===== config.mk =====
export PLATFORM = sky130hd
export DESIGN_NAME = pll_lock_supervisor
export DESIGN_NICKNAME = d
export VERILOG_FILES = /design/src/rtl/pll_lock_supervisor.sv
export SDC_FILE = /design/constraint.sdc
export NUM_CORES = 1
export LEC_CHECK = 0
export CORE_AREA = 8 8 90 92
export CTS_BUF_LIST = sky130_fd_sc_hd__clkbuf_8
export CTS_CLUSTER_DIAMETER = 100
export DETAILED_ROUTE_END_ITERATION = 7
export DIE_AREA = 0 0 98 100
export MAX_ROUTING_LAYER = met4
export REMOVE_ABC_BUFFERS = 1
export SYNTH_ARGS = -nofsm -noshare
export SYNTH_HDL_FRONTEND = slang
export SYNTH_SLANG_ARGS = --single-unit

===== constraint.sdc =====
create_clock -name clk -period 3.3 [get_ports clk]
set_input_delay 0.495 -clock clk [delete_from_list [all_inputs] [get_ports clk]]
set_output_delay 0.495 -clock clk [all_outputs]
set_load 0.02 [all_outputs]

===== src/rtl/pll_lock_supervisor.sv =====
`default_nettype none
// ============================================================================
// Module      : pll_lock_supervisor
// Description : Supervises CC_PLL lock, holds downstream reset until lock is
//               stable, counts lock losses and flags a lock-timeout fault.
// Revision    : 1.0 - initial release
// ============================================================================
module pll_lock_supervisor #(
    parameter int SETTLE_CYCLES   = 1000,
    parameter int LOCK_TIMEOUT    = 100000,
    parameter int STDY_RST_CYCLES = 4,
    parameter int CNT_W           = 8,
    parameter int BLINK_BIT       = 20
) (
    input  logic             clk,
    input  logic             rst,
    input  logic             pll_locked,
    input  logic             pll_stdy,
    output logic             stdy_rst,
    output logic             sys_rst,
    output logic             ready,
    output logic             fault,
    output logic [CNT_W-1:0] loss_cnt,
    output logic [2:0]       state,
    output logic             status_led
);

    typedef enum logic [2:0] {
        S_IDLE      = 3'd0,
        S_WAIT_LOCK = 3'd1,
        S_SETTLE    = 3'd2,
        S_RUN       = 3'd3,
        S_LOST      = 3'd4,
        S_FAULT     = 3'd5
    } state_t;

    localparam int c_timer_w = $clog2(LOCK_TIMEOUT + 1);
    localparam int c_pulse_w = $clog2(STDY_RST_CYCLES + 1);
    localparam logic [c_timer_w-1:0] c_timeout_last = c_timer_w'(LOCK_TIMEOUT - 1);
    localparam logic [c_timer_w-1:0] c_settle_last  = c_timer_w'(SETTLE_CYCLES - 1);
    localparam logic [c_pulse_w-1:0] c_pulse_load   = c_pulse_w'(STDY_RST_CYCLES - 1);

    logic                 r_lk_meta;
    logic                 r_lk_s;
    logic                 r_st_meta;
    logic                 r_st_s;
    logic                 w_lock;
    state_t               r_state;
    logic [c_timer_w-1:0] r_timer;
    logic [c_pulse_w-1:0] r_pulse_cnt;
    logic                 r_stdy_rst;
    logic                 r_sys_rst;
    logic                 r_ready;
    logic                 r_fault;
    logic [CNT_W-1:0]     r_loss_cnt;
    logic [BLINK_BIT:0]   r_blink;
    logic                 w_led;

    always_ff @(posedge clk) begin
        if (rst) begin
            r_lk_meta <= 1'b0;
            r_lk_s    <= 1'b0;
            r_st_meta <= 1'b0;
            r_st_s    <= 1'b0;
            r_blink   <= '0;
        end else begin
            r_lk_meta <= pll_locked;
            r_lk_s    <= r_lk_meta;
            r_st_meta <= pll_stdy;
            r_st_s    <= r_st_meta;
            r_blink   <= r_blink + 1'b1;
        end
    end

    assign w_lock = r_lk_s & r_st_s;

    always_ff @(posedge clk) begin
        if (rst) begin
            r_state     <= S_IDLE;
            r_timer     <= '0;
            r_pulse_cnt <= '0;
            r_stdy_rst  <= 1'b0;
            r_sys_rst   <= 1'b1;
            r_ready     <= 1'b0;
            r_fault     <= 1'b0;
            r_loss_cnt  <= '0;
        end else begin
            // The stdy_rst pulse runs on its own counter so leaving WAIT_LOCK early never truncates it
            if (r_pulse_cnt != '0) begin
                r_pulse_cnt <= r_pulse_cnt - 1'b1;
            end else begin
                r_stdy_rst <= 1'b0;
            end

            case (r_state)
                S_IDLE: begin
                    r_state     <= S_WAIT_LOCK;
                    r_timer     <= '0;
                    r_stdy_rst  <= 1'b1;
                    r_pulse_cnt <= c_pulse_load;
                end
                S_WAIT_LOCK: begin
                    if (w_lock) begin
                        r_state <= S_SETTLE;
                        r_timer <= '0;
                    end else if (r_timer == c_timeout_last) begin
                        r_state <= S_FAULT;
                        r_fault <= 1'b1;
                    end else begin
                        r_timer <= r_timer + 1'b1;
                    end
                end
                S_SETTLE: begin
                    if (!w_lock) begin
                        r_state     <= S_WAIT_LOCK;
                        r_timer     <= '0;
                        r_stdy_rst  <= 1'b1;
                        r_pulse_cnt <= c_pulse_load;
                    end else if (r_timer == c_settle_last) begin
                        r_state   <= S_RUN;
                        r_sys_rst <= 1'b0;
                        r_ready   <= 1'b1;
                    end else begin
                        r_timer <= r_timer + 1'b1;
                    end
                end
                S_RUN: begin
                    if (!w_lock) begin
                        r_state   <= S_LOST;
                        r_sys_rst <= 1'b1;
                        r_ready   <= 1'b0;
                        if (r_loss_cnt != '1) begin
                            r_loss_cnt <= r_loss_cnt + 1'b1;
                        end
                    end
                end
                S_LOST: begin
                    r_state     <= S_WAIT_LOCK;
                    r_timer     <= '0;
                    r_stdy_rst  <= 1'b1;
                    r_pulse_cnt <= c_pulse_load;
                end
                S_FAULT: begin
                    r_state <= S_FAULT;
                end
                default: begin
                    r_state   <= S_IDLE;
                    r_sys_rst <= 1'b1;
                    r_ready   <= 1'b0;
                    r_fault   <= 1'b0;
                end
            endcase
        end
    end

    always_comb begin
        w_led = 1'b0;
        case (r_state)
            S_RUN:                         w_led = 1'b1;
            S_FAULT:                       w_led = r_blink[BLINK_BIT-2];
            S_WAIT_LOCK, S_SETTLE, S_LOST: w_led = r_blink[BLINK_BIT];
            default:                       w_led = 1'b0;
        endcase
    end

    assign stdy_rst   = r_stdy_rst;
    assign sys_rst    = r_sys_rst;
    assign ready      = r_ready;
    assign fault      = r_fault;
    assign loss_cnt   = r_loss_cnt;
    assign state      = r_state;
    assign status_led = w_led;

endmodule
`default_nettype wire


==> results of run 1 <==
worst max-delay path: stages, from the launching register on:
cell	delay, ps
dfxtp_1	420
inv_1	220
o21ai_0	120
a221oi_1	350
clkdlybuf4s50_1	670
worst max path at each step:
stage	end	cells after the start	from	slack (ps)
floorplan	r_timer[12]	6	r_timer[0]	1250
global placement	r_timer[12]	6	r_timer[0]	930
detailed placement	r_timer[14]	6	r_timer[0]	820
CTS	status_led	4	state[1]	650
global route	status_led	4	state[1]	530
finish	status_led	4	state[1]	710
power groups by stage:
stage                     Sequential (W)  Clock [W]  Combinational [W]
after floorplan                 0.000766          0          0.0000487
final                           0.000749   0.000716          0.0000834
after CTS                       0.000749   0.000736          0.0000850
after global placement          0.000765          0          0.0000828
after global routing            0.000751   0.000773          0.0000947
after detailed placement        0.000765          0          0.0000848
stage by stage:
| step | std cells | setup WS, ps | area [sq um] |
|---|---|---|---|
| floorplan | 321 | 1247 | 2849 |
| global placement | 422 | 929.4 | 3149 |
| detailed placement | 422 | 821.1 | 3149 |
| CTS | 438 | 651.0 | 3366 |
| global route | 438 | 528.1 | 3366 |
| finish | 438 | 706.3 | 3366 |
per-layer routing:
metal,share of wire,track usage
met5,0,-
met4,0.013,0.04676
met3,0.054,0.04637
met2,0.48,0.2187
met1,0.45,0.1696
cells by family after synthesis:
| group | share of synthesized area |
|---|---|
| and+or+nand+nor | 0.2470 |
| AOI/OAI and AO/OA | 0.1971 |
| DFF | 0.4061 |
| buffers and inverters | 0.05583 |
| xor gates and xnor gates | 0.06218 |
| adders and majority gates | 0.02115 |
| muxes | 0.01058 |
flip-flops by register name, indices dropped and copies added, names as in the netlist:
register,cells
r_blink,21
r_timer,17
loss_cnt,8
r_pulse_cnt,3
state,3
fault,1
r_lk_meta,1
r_lk_s,1
r_st_meta,1
r_st_s,1
ready,1
stdy_rst,1
sys_rst,1
cells in the final DEF (no fill, tap or decap), types with 9 or more instances in the layout:
master            n
dfxtp_1          60
nor2_1           34
nand2_1          21
a21oi_1          21
o21ai_0          18
clkdlybuf4s50_1  18
inv_1            16
xnor2_1          16
nand3_1          13
nor3_1           11
or3_1            10
clkbuf_8          9
area by class of cell:
type / instances / area share
Inverter: 15 / 0.01673
Sequential cell: 60 / 0.3569
Multi-Input combinational cell: 246 / 0.4729
Clock buffer: 9 / 0.03680
Tap cell: 80 / 0.02974
Clock inverter: 7 / 0.02751
Timing Repair Buffer: 21 / 0.05948
==> impl_results.md, run 1 <==
- Hold endpoint: r_lk_s
- CTS tree: yes
- Total Wirelength: 6294 um
- Syn-to-layout area delta: 13.79%
- YS warnings: 0
- Final hold violation count: 0
- Period utilization: 0.7860
- FF/Latch Area: 0.001201 sq mm
- Number of enable flip-flop cells after synthesis: 0
- Setup Crit Path Kind: register to output pin
- Post-DP HPWL: 4351 um
- Clk_skew: 8.160 ps
- Post-Route Setup TNS: 0 ps
- Worst-Skew Late Latency: 330 ps
- Mapped Cells: 336
- RSZ-0062 raised after global routing: false
- Clk pwr share: 0.463
- IO Pins: 20
- Slew Limit Fails: 0
- R2R cell count: 6
- Maxcap violations: 0
- Core box area: 0.006644 sq mm
- Port Buffer Count: 19
- Drt wl/cell: 14.37 um
- Post-CTS Resized: 0
- CTS Sinks: 60
- Multi-input gate area: 0.001592 sq mm
- Setup slack, reg-to-reg: 820 ps
- Most common cell in the netlist: dfxtp_1
- Register area share after synthesis: 0.4061
- Final GP Congestion: 0.8003
- Antenna Cells: 0
- Ys async rst share: 0
- Worst R2R End: r_timer[14]
- Final ANT Viol Nets: 0
- Die Width: 98 um
- Sw Ratio: 0.2292
- Normalized max-slew margin: 0.4841
- Hold/Removal Path Class: register to register
- Post-CTS setup buffers: 0
- Height of the die: 100 um
- Gr ovfl total: 0
- Total iterations of the first detailed-routing run: 4
- Register bit total from synthesis: 60
- Synth Flop Type: dfxtp_1
- Leak: 1.128 nW
- Status: finished clean
- Internal: 0.001194 W
- GRT Total Usage: 0.1413
- Htree depth: 3
- Combinational power share: 0.054
- Worst setup EP type: output pin
- Vias per inst: 5.646
- CP Data Arrival Time: 2100 ps
- Pin count of the biggest net entering global routing: 32
- Synth area leaders: dfxtp_1 (41%), xnor2_1 (4.7%), nor2_1 (4.3%)
- Min-delay src: r_lk_meta
- Fin Hold WS: 447.8 ps
- PD cells: 460.1 mW/mm^2
- Initial drt markers: 167
- # rows: 30
- Layout cells sized above 1: 0.1006
- Post-Syn Area: 0.002958 sq mm
- Vias in the first global route: 2328
- Core Util, Final: 0.5066
- Minimum clock period: 2594 ps
- P_sw: 0.0003550 W
- Top-area cell type share of the netlist area: 0.4061
- Total CTS buffers: 9
- Cell variety after synth: 70
- Deepest clock path buffer count: 2
- Achievable Freq: 0.3856 GHz
- Reg2Reg Launch Point: r_timer[0]
- Initial Utilization: 0.4452
- CP required: 2800 ps
- Clock slew at reported path FFs: 70 ps
- Nets: 362
- Crit start category: register
- Initial antenna violation count: 0
- DRC violations left: 0
- Syn Area/Cell: 8.803 sq um
- Area leader, netlist: dfxtp_1
- Vias: 2473
- # hold bufs at CTS: 0
- Least-Margin Pin Slew: 773.1 ps
- WHS Path Cells: 1
- Register share of total power: 0.484
- Maximum vdd drop: 0.4653 mV
- Final number of setup-violating endpoints: 0
- Fillers: 610
- Most frequent cells after synthesis: dfxtp_1 (60), nor2_1 (34), a21oi_1 (21), nand2_1 (21), o21ai_0 (18)
- Root Buffer: clkbuf_8
- Die ar.: 0.009800 sq mm
- First-pass GRT wire length: 11110 um
- Total power: 0.001549 W
- CP max FO: 13
Note: power is estimated with default switching activity, not from simulation.
==> inputs of run 2 (changes only) <==
==> constraint.sdc (replaced) <==
create_clock -name clk -period 2.5 [get_ports clk]
set_input_delay 0.375 -clock clk [delete_from_list [all_inputs] [get_ports clk]]
set_output_delay 0.375 -clock clk [all_outputs]
set_load 0.02 [all_outputs]
==> run 2 against run 1 <==
Cell count rose by 1.1%. Combinational power rose by 33%. Critical path depth rose by 1. Sequential power rose by 32%. Register-to-register slack got worse by 560 ps. Die area did not move. First-iteration DRC count rose by 9.0%. Cell area rose by 0.89%. Routed wire length fell by 1.1%. Global-route usage fell by 0.40 points. Setup slack got worse by 450 ps. Count of clock-buffer cells in the layout rose by 2. Largest power group unchanged.
==> impl_results.md, run 2 (synthesis gave the netlist of run 1 again) <==
- Crit start category: register
- Maxcap violations: 0 (unchanged)
- Delay of the slowest cell on the worst path: 480 ps (-190 ps)
- Combinational power share: 0.055 (about the same)
- Clk pwr share: 0.453 (-0.010)
- # hold bufs at CTS: 0 (unchanged)
- P_sw: 0.0004722 W (+33%)
- Buf/Inv on CP: 0 (-2)
- Die ar.: 0.009800 sq mm (unchanged)
- Clk_skew: 12.14 ps (+3.983 ps)
- CP Data Arrival Time: 2480 ps (+380 ps)
- Nets: 367 (+1.4%)
- CP max FO: 10 (-3)
- Setup slack, reg-to-reg: 260 ps (-560 ps)
- CP Cell Sequence: a21boi_1, a221o_1, o211a_1, nand2_2, o41ai_1
- Vias per inst: 5.752 (+1.9%)
- Fillers: 626 (+2.6%)
- Layout cells sized above 1: 0.1157 (+0.01514)
- Total iterations of the first detailed-routing run: 4 (unchanged)
- Slew Limit Fails: 0 (unchanged)
- Core box area: 0.006644 sq mm (unchanged)
- Total CTS buffers: 9 (unchanged)
- R2R cell count: 5 (-1)
- Vias in the first global route: 2333 (+0.21%)
- Post-Route Setup TNS: 0 ps (unchanged)
- Drt wl/cell: 14.05 um (-2.2%)
- Pre-CTS WS: 240.4 ps (-580.7 ps)
- GRT Total Usage: 0.1372 (-0.004038)
- Biggest register: r_blink
- Slowest CP cell: dfxtp_1
- Internal: 0.001537 W (+29%)
- Min-delay src: rst
- DRC violations left: 0 (unchanged)
- RSZ-0062 raised after global routing: false
- Initial Utilization: 0.4452 (unchanged)
- Port Buffer Count: 19 (unchanged)
- Vias: 2548 (+3.0%)
- PD cells: 591.6 mW/mm^2 (+29%)
- Worst R2R End: r_timer[8]
- CP required: 2740 ps (-60 ps)
- Final GP Congestion: 0.8091 (+1.1%)
- Pin count of the biggest net entering global routing: 27 (-16%)
- Total power: 0.002009 W (+30%)
- Initial antenna violation count: 0 (unchanged)
- Setup Crit Path Kind: register to register
- Final hold violation count: 0 (unchanged)
- Worst-Skew Late Latency: 340 ps (about the same)
- Most frequent cells in the layout: dfxtp_1 (60), nor2_1 (34), nand2_1 (21), a21oi_1 (21), o21ai_0 (18)
- IO Pins: 20 (unchanged)
- Period utilization: 0.8977
- Htree depth: 3 (unchanged)
- Initial drt markers: 182 (+9.0%)
- Largest register FFs: 21 (unchanged)
- Normalized max-slew margin: 0.6419 (+0.1578)
- Minimum clock period: 2244 ps
- Deepest clock path buffer count: 2 (unchanged)
- Register share of total power: 0.492 (+0.008)
- CP Launch Point: state[0]
- Height of the die: 100 um (unchanged)
- Fin Hold WS: 427.8 ps (-20.00 ps)
- Gr ovfl total: 0 (unchanged)
- Achievable Freq: 0.4456 GHz
- Antenna Cells: 0 (unchanged)
- Final ANT Viol Nets: 0 (unchanged)
- Reg2Reg Launch Point: state[0]
- Sw Ratio: 0.2350 (+0.005848)
- Post-DP HPWL: 4306 um (-1.0%)
- Status: finished clean
- Worst Setup Slack, final: 255.9 ps (-450.5 ps)
- Post-CTS setup buffers: 0 (unchanged)
- Clock slew at reported path FFs: 80 ps (about the same)
- Die Width: 98 um (unchanged)
- Worst setup EP type: register
- Hold/Removal Path Class: primary input to register
- Final number of setup-violating endpoints: 0 (unchanged)
- Least-Margin Pin Slew: 537.1 ps (-236.0 ps)
- Most common cell after layout, fill and taps aside: dfxtp_1
- CTS tree: yes
- Total Wirelength: 6225 um (-1.1%)
- Maximum vdd drop: 0.3702 mV (-20%)
- Crit-path leading delay family: compound AO/OA/AOI/OAI gates
- CTS Sinks: 60 (unchanged)
- FF/Latch Area: 0.001201 sq mm (unchanged)
- Leak: 1.153 nW (+2.2%)
- Root Buffer: clkbuf_8
- WHS Path Cells: 2 (+1)
- First-pass GRT wire length: 10830 um (-2.5%)
- # rows: 30 (unchanged)
- Hold endpoint: r_blink[15]
- Multi-input gate area: 0.001592 sq mm (unchanged)
- Syn-to-layout area delta: 14.81%
-- run 2: cell count changes in the layout (fill, tap and decap cells not counted) --
cell,change
dlygate4sd2_1,+1
bufinv_16,-1
clkinv_4,-1
clkbuf_8,+2
inv_1,-1
clkdlybuf4s50_1,-1
buf_4,+5
inv_6,+1
-- run 2: how the worst max path moves through the flow --
stage                             end  slack [ps]  depth (start not counted)
after floorplan           r_timer[12]         450                          6
after global placement     r_timer[8]         320                          5
after detailed placement   r_timer[8]         240                          5
after CTS                  r_timer[6]         240                          5
after global routing       r_timer[9]          40                          5
final                      r_timer[8]         260                          5
-- run 2: through the flow --
| stage | instance area (sq um) | utilization | std cells |
|---|---|---|---|
| 2_1_floorplan | 2849 | - | 321 |
| 3_3_place_gp | 3187 | 0.4797 | 427 |
| 3_5_place_dp | 3187 | 0.4797 | 427 |
| 4_1_cts | 3396 | 0.5111 | 443 |
| 5_1_grt | 3396 | 0.5111 | 443 |
| 6_report | 3396 | 0.5111 | 443 |
-- run 2: cell type report --
type / instances / area share
Timing Repair Buffer: 26 / 0.06964
Sequential cell: 60 / 0.3537
Clock buffer: 11 / 0.04458
Inverter: 15 / 0.01658
Tap cell: 80 / 0.02948
Clock inverter: 5 / 0.01732
Multi-Input combinational cell: 246 / 0.4687
-- run 2: repair_timing --
| action | CTS | global route |
|---|---|---|
| endpoints found under the hold margin | 0 | 0 |
| setup endpoints to repair | 1 | 0 |
| resized for setup | 1 | 0 |
-- run 2: power groups by stage --
stage	Clock, W	Combinational, W	Sequential [W]
6_report	0.000910	0.000111	0.000988
5_1_grt	0.000986	0.000125	0.000990
4_1_cts	0.000935	0.000112	0.000988
3_5_place_dp	0	0.000112	0.00101
3_3_place_gp	0	0.000111	0.00101
2_1_floorplan	0	0.0000642	0.00101
-- run 2: routing by layer --
layer,vias to the layer above,global-route usage,share of wire
met5,-,-,0
met1,1213,0.1644,0.48
met2,41,0.2150,0.46
li1,1288,-,-
met4,0,0.06475,0.012
met3,6,0.03114,0.040
